===== config.mk =====
export PLATFORM = sky130hd
export DESIGN_NAME = matrix_input_parser
export DESIGN_NICKNAME = d
export VERILOG_FILES = /design/src/rtl/matrix_calc_pkg.sv /design/src/rtl/timeout_counter.sv /design/src/rtl/matrix_input_parser.sv
export SDC_FILE = /design/constraint.sdc
export NUM_CORES = 1
export LEC_CHECK = 0
export ABC_AREA = 0
export BUFFER_PORTS_ARGS = -buffer_cell sky130_fd_sc_hd__buf_2
export CAP_MARGIN = 0
export CORE_MARGIN = 1
export CORE_UTILIZATION = 35
export DETAILED_ROUTE_END_ITERATION = 6
export GPL_TIMING_DRIVEN = 0
export MAX_ROUTING_LAYER = met4
export PLACE_DENSITY_LB_ADDON = 0.3
export SLEW_MARGIN = 10
export SYNTH_ARGS = -nofsm -noshare
export SYNTH_HDL_FRONTEND = slang
export SYNTH_SLANG_ARGS = --single-unit

===== constraint.sdc =====
create_clock -name clk -period 4.4 [get_ports clk]
set_clock_uncertainty 0.05 [all_clocks]
set_input_delay 0.22 -clock clk [delete_from_list [all_inputs] [get_ports clk]]
set_output_delay 0.22 -clock clk [all_outputs]
set_load 0.05 [all_outputs]

===== src/rtl/matrix_calc_pkg.sv =====
// Shared definitions for the matrix calculator: parser FSM states and default
// matrix geometry.
package matrix_calc_pkg;

  localparam int unsigned MAX_DIM_DEFAULT    = 5;
  localparam int unsigned ELEM_WIDTH_DEFAULT = 8;
  localparam int unsigned DIM_W              = 3;

  typedef enum logic [2:0] {
    IDLE,
    GET_M,
    GET_N,
    GET_DATA,
    PAD,
    DONE,
    ERR
  } state_t;

  // States in which the inter-byte timer is running.
  function automatic logic timer_active(state_t s);
    return (s == GET_M) || (s == GET_N) || (s == GET_DATA);
  endfunction

endpackage


===== src/rtl/timeout_counter.sv =====
// Inter-byte timeout counter: counts while enabled, saturates at CYCLES-1 and
// flags expiry there; clear has priority.
module timeout_counter #(
  parameter int unsigned CYCLES = 1000
) (
  input  logic clk,
  input  logic rst,
  input  logic clear,
  input  logic enable,
  output logic expired
);

  localparam int unsigned      CW   = (CYCLES > 1) ? $clog2(CYCLES) : 1;
  localparam logic [CW-1:0]    LAST = CW'(CYCLES - 1);

  logic [CW-1:0] count;

  always_ff @(posedge clk or negedge rst) begin
    if (!rst) begin
      count <= '0;
    end else if (clear) begin
      count <= '0;
    end else if (enable && (count != LAST)) begin
      count <= count + 1'b1;
    end
  end

  assign expired = enable && (count == LAST);

endmodule


===== src/rtl/matrix_input_parser.sv =====
// Parses a UART byte stream (m, n, then m*n elements) into row-major element
// writes, zero-padding the frame on inter-byte timeout before committing.
module matrix_input_parser
  import matrix_calc_pkg::*;
#(
  parameter int unsigned MAX_DIM         = MAX_DIM_DEFAULT,
  parameter int unsigned ELEM_WIDTH      = ELEM_WIDTH_DEFAULT,
  parameter int unsigned TIMEOUT_DEFAULT = 10,
  parameter int unsigned CLK_FREQ        = 100_000_000,
  parameter int unsigned TIMEOUT_CYCLES  = TIMEOUT_DEFAULT * CLK_FREQ
) (
  input  logic                  clk,
  input  logic                  rst,
  input  logic                  start,
  input  logic                  rx_valid,
  input  logic [7:0]            rx_data,
  output logic                  wr_en,
  output logic [DIM_W-1:0]      wr_row,
  output logic [DIM_W-1:0]      wr_col,
  output logic [ELEM_WIDTH-1:0] wr_data,
  output logic                  commit,
  output logic [DIM_W-1:0]      m_out,
  output logic [DIM_W-1:0]      n_out,
  output logic                  busy,
  output logic                  done,
  output logic                  error
);

  localparam int unsigned CNT_W     = $clog2(MAX_DIM * MAX_DIM + 1);
  localparam logic [7:0]  MAX_DIM_B = 8'(MAX_DIM);

  state_t                state, state_d;
  logic [DIM_W-1:0]      m, m_d, n, n_d, row, row_d, col, col_d;
  logic [CNT_W-1:0]      cnt, cnt_d, total;
  logic                  wr_en_d, commit_d;
  logic [DIM_W-1:0]      wr_row_d, wr_col_d, m_out_d, n_out_d;
  logic [ELEM_WIDTH-1:0] wr_data_d, wval;
  logic                  do_wr, do_restart, bad_dim, timeout;

  assign total   = CNT_W'(m) * CNT_W'(n);
  assign bad_dim = (rx_data == 8'd0) || (rx_data > MAX_DIM_B);

  assign busy  = timer_active(state) || (state == PAD);
  assign done  = (state == DONE);
  assign error = (state == ERR);

  timeout_counter #(.CYCLES(TIMEOUT_CYCLES)) u_timer (
    .clk     (clk),
    .rst     (rst),
    .clear   (!timer_active(state) || rx_valid),
    .enable  (timer_active(state)),
    .expired (timeout)
  );

  always_ff @(posedge clk or negedge rst) begin
    if (!rst) begin
      state <= IDLE;
    end else begin
      state <= state_d;
    end
  end

  always_ff @(posedge clk or negedge rst) begin
    if (!rst) begin
      m       <= '0;
      n       <= '0;
      row     <= '0;
      col     <= '0;
      cnt     <= '0;
      wr_en   <= 1'b0;
      wr_row  <= '0;
      wr_col  <= '0;
      wr_data <= '0;
      commit  <= 1'b0;
      m_out   <= '0;
      n_out   <= '0;
    end else begin
      m       <= m_d;
      n       <= n_d;
      row     <= row_d;
      col     <= col_d;
      cnt     <= cnt_d;
      wr_en   <= wr_en_d;
      wr_row  <= wr_row_d;
      wr_col  <= wr_col_d;
      wr_data <= wr_data_d;
      commit  <= commit_d;
      m_out   <= m_out_d;
      n_out   <= n_out_d;
    end
  end

  // Element writes (from RX or padding) and restarts share one update path
  // below the case so both sources advance the row/col/count identically.
  always_comb begin
    state_d    = state;
    m_d        = m;
    n_d        = n;
    row_d      = row;
    col_d      = col;
    cnt_d      = cnt;
    wr_en_d    = 1'b0;
    wr_row_d   = wr_row;
    wr_col_d   = wr_col;
    wr_data_d  = wr_data;
    commit_d   = 1'b0;
    m_out_d    = m_out;
    n_out_d    = n_out;
    do_wr      = 1'b0;
    do_restart = 1'b0;
    wval       = '0;

    case (state)
      IDLE, DONE, ERR: begin
        if (start) do_restart = 1'b1;
      end
      GET_M, GET_N: begin
        if (rx_valid) begin
          if (bad_dim) begin
            state_d = ERR;
          end else if (state == GET_M) begin
            m_d     = rx_data[DIM_W-1:0];
            state_d = GET_N;
          end else begin
            n_d     = rx_data[DIM_W-1:0];
            state_d = GET_DATA;
          end
        end else if (timeout) begin
          state_d = ERR;
        end
      end
      GET_DATA, PAD: begin
        if (cnt == total) begin
          commit_d = 1'b1;
          m_out_d  = m;
          n_out_d  = n;
          state_d  = DONE;
        end else if (state == PAD) begin
          do_wr = 1'b1;
        end else if (rx_valid) begin
          do_wr = 1'b1;
          wval  = rx_data[ELEM_WIDTH-1:0];
        end else if (timeout) begin
          state_d = PAD;
        end
      end
      default: state_d = IDLE;
    endcase

    if (do_restart) begin
      state_d = GET_M;
      row_d   = '0;
      col_d   = '0;
      cnt_d   = '0;
    end

    if (do_wr) begin
      wr_en_d   = 1'b1;
      wr_row_d  = row;
      wr_col_d  = col;
      wr_data_d = wval;
      cnt_d     = cnt + 1'b1;
      if (col == n - 1'b1) begin
        col_d = '0;
        row_d = row + 1'b1;
      end else begin
        col_d = col + 1'b1;
      end
    end
  end

endmodule

==> impl_metrics.toml <==
[run_status]
status = "finished clean"

[die]
fp-row-count = 37
die_w_um = 106
ios = 37
initial_utilization = 0.365
fp.dieH_um = 106
coreArea_mm2 = 0.0105
die_area_mm2 = 0.0113

[yosys]
yosys_register_bits = 72
syn_area_per_cell_um2 = 9.73
netlist.area_leader.share = 0.472
yosys_most_used_dff = "dfrtp_1"
async_reset_ff_frac = 1.00
yosysMostFrequentCell = "dfrtp_1"
postSynthCellCount = 392
synth_top_area_cell = "dfrtp_1"
syn_nets = 414
synthTopCellsByCount = "dfrtp_1 (72), nand2_1 (50), nor2_1 (35)"
synth_area_leaders = "dfrtp_1 (47%), xnor2_1 (5.3%), nand2_1 (4.9%), nor2_1 (3.4%), nand3_1 (3.3%)"
netlist_area_mm2 = 0.00381
synth_warnings = 0
yosysSeqAreaShare = 0.472
synth-edff-count = 0
ys_types = 53

[detailed_routing]
avgViaCountPerCell = 5.16
routedWlPerCell_um = 14.5
drt_iter0_markers = 148
vias = 3002
wl_um = 8460
drt-pass1-iter-count = 4
postRouteAntennaNets = 0
drc = 0

[placement]
place.gp.congestion = 0.827
pre_cts_slack_ns = 0.955
io_buffer_count = 36
dp_hpwl_um = 6080

[power]
seqPwrFrac = 0.364
pwr-share-comb = 0.420
p_sw_mw = 1.10
internal_power_mw = 1.34
p_leak_nw = 1.94
sw_frac_of_total = 0.451
vdd_drop_max_mv = 0.356
power.share.clock = 0.217
powerDensity_mw_per_mm2 = 556

[clock_network]
clkSinkCount = 72
cts_max_level = 3
ctsRootBufferMaster = "clkbuf_8"
clk_path_buf_depth = 2
cts_made_buffers = 9
cts_resized = 0
cts_tree = "built"
clkSlewWorstSetupHoldPaths_ns = 0.09
insertion_delay_ns = 0.35

[flow_run]
maxCapViolCount = 0

[timing]
hold_ws_ns = 0.0643
max_freq_mhz = 292
setup_violations = 0
worst_pin_slew_ns = 0.990
slew_headroom = 0.334
finalCriticalPeriod_ns = 3.42
final-max-slew-violation-count = 0
tns_ns = 0
rsz0062_at_grt = "false"
finalHoldViolations = 0
post-route-period-util = 0.777
fin_ws_ns = 0.981

[layout]
syn_to_final_growth_pct = 15.4
nNetsFinal = 463
drive_gt1_frac = 0.161
diodes = 0

[global_route]
grt_pass1_vias = 2988
antenna_found_initial = 0
track_usage = 0.166
grt_remaining_overflow = 0
grt_pass1_wl_um = 14600
grt_max_degree = 56

[setup_path]
cp-end-kind = "flip-flop"
worst-setup-path-type = "reg -> reg"
worstPathCellList = "and2_1, fa_1, ha_1, inv_1, fa_1, xnor2_1, nor3_1, a32o_1, clkbuf_1, nand3_1, o21ai_0"
cp_slowest_cell = "fa_1"
worstPathArrival_ns = 3.63
critPathTopFamily = "adder cells"
cp-start-kind = "flip-flop"
path_buf_inv = 2
cp_common_cell = "fa_1"
critPathRequiredTime_ns = 4.61
critPathMaxFanout = 10
cpPeakStageDelay_ns = 0.55

[worst_hold_path]
hold_class = "in -> reg"
## cell families (layout without fill, tap and decap cells)
group	count (synthesis)	count (layout)	synth area share
and+or+nand+nor	178	178	0.239
AOI/OAI and AO/OA	51	51	0.0928
xor gates and xnor gates	34	34	0.0817
DFF	72	72	0.472
adders and majority gates	11	11	0.0394
buffers and inverters	32	86	0.0344
muxes	14	14	0.0400
## per-layer routing
layer	GRT usage	share of wire	routed length (µm)
met1	0.207	0.48	4080
met2	0.273	0.48	4100
met3	0.0337	0.026	219
met4	0.0466	0.0077	65
met5	-	0	0
## layout by cell type, fill, tap and decap left out, drive strengths merged, types with 2 or more instances in the layout
cell type  instances
nor4               8
a41oi              2
inv               16
clkinvlp           2
nand2             50
and3               4
nand2b             5
a211oi             6
nor2              35
mux2              10
ha                 8
or3                4
xor2              10
a211o              2
nor3              12
a21oi              9
o21a               2
clkbuf            20
buf               42
or4                2
dfrtp             72
xnor2             23
nor3b              3
fa                 2
nand4              8
nand3             26
clkinv             4
o21ai             13
and4               3
nand4b             3
a22o               8
and2               9
a31oi              2
mux2i              4
## path summary, 6_finish.rpt
path / startpoint / endpoint / slack (ns) / depth (start not counted)
worst max-delay path: n[2]$_DFFE_PN0P_ / cnt[3]$_DFFE_PN0P_ / 0.98 / 11
worst min-delay path: rx_data[4] / wr_data[4]$_DFFE_PN0P_ / 0.06 / 2
worst max register to register: n[2]$_DFFE_PN0P_ / cnt[3]$_DFFE_PN0P_ / 0.98 / 11
worst min register to register: wr_row[0]$_DFFE_PN0P_ / wr_row[0]$_DFFE_PN0P_ / 0.43 / 2
max in group asynchronous: rst / n_out[2]$_DFFE_PN0P_ / 3.50 / 3
min in group asynchronous: rst / u_timer.count[8]$_DFFE_PN0P_ / 0.23 / 2
## area by class of cell
class                           instances  area, µm²
Tap cell                              136        170
Clock inverter                          7       72.6
Buffer                                 16       71.3
Multi-Input combinational cell        288       1880
Clock buffer                            9        124
Sequential cell                        72       1800
Inverter                               16       60.1
Timing Repair Buffer                   38        220
Fill cell                            1085       6060
## state kept, by name (all words and copies together), names as in the netlist
signal and count:
row 3, commit 1, cnt 5, wr_data 8
wr_en 1, wr_row 3, col 3, n 3
u_timer.count 30, m_out 3, m 3, state 3
wr_col 3, n_out 3
## per-stage QoR
stage          cells  instance area, µm²   util  total power [mW]
2_1_floorplan    392                3810      -              1.67
3_3_place_gp     564                4170  0.398              1.91
3_5_place_dp     565                4200  0.401              1.94
4_1_cts          582                4400  0.421              2.48
5_1_grt          582                4400  0.421              2.60
6_report         582                4400  0.421              2.45
## power groups by stage
stage | Combinational (mW) | Sequential, mW | Clock (mW)
5_1_grt | 1.12 | 0.909 | 0.574
3_5_place_dp | 1.03 | 0.904 | 0
6_report | 1.03 | 0.890 | 0.531
2_1_floorplan | 0.523 | 1.14 | 0
4_1_cts | 1.04 | 0.892 | 0.551
3_3_place_gp | 1.02 | 0.898 | 0
## what timing repair did
action / 4_1_cts / 5_1_grt
setup endpoints to repair: 0 / 0
endpoints found under the hold margin: 17 / 0
buffers inserted: 0 / 0
hold buffers: 1 / 0
Note: power is estimated with default switching activity, not from simulation.
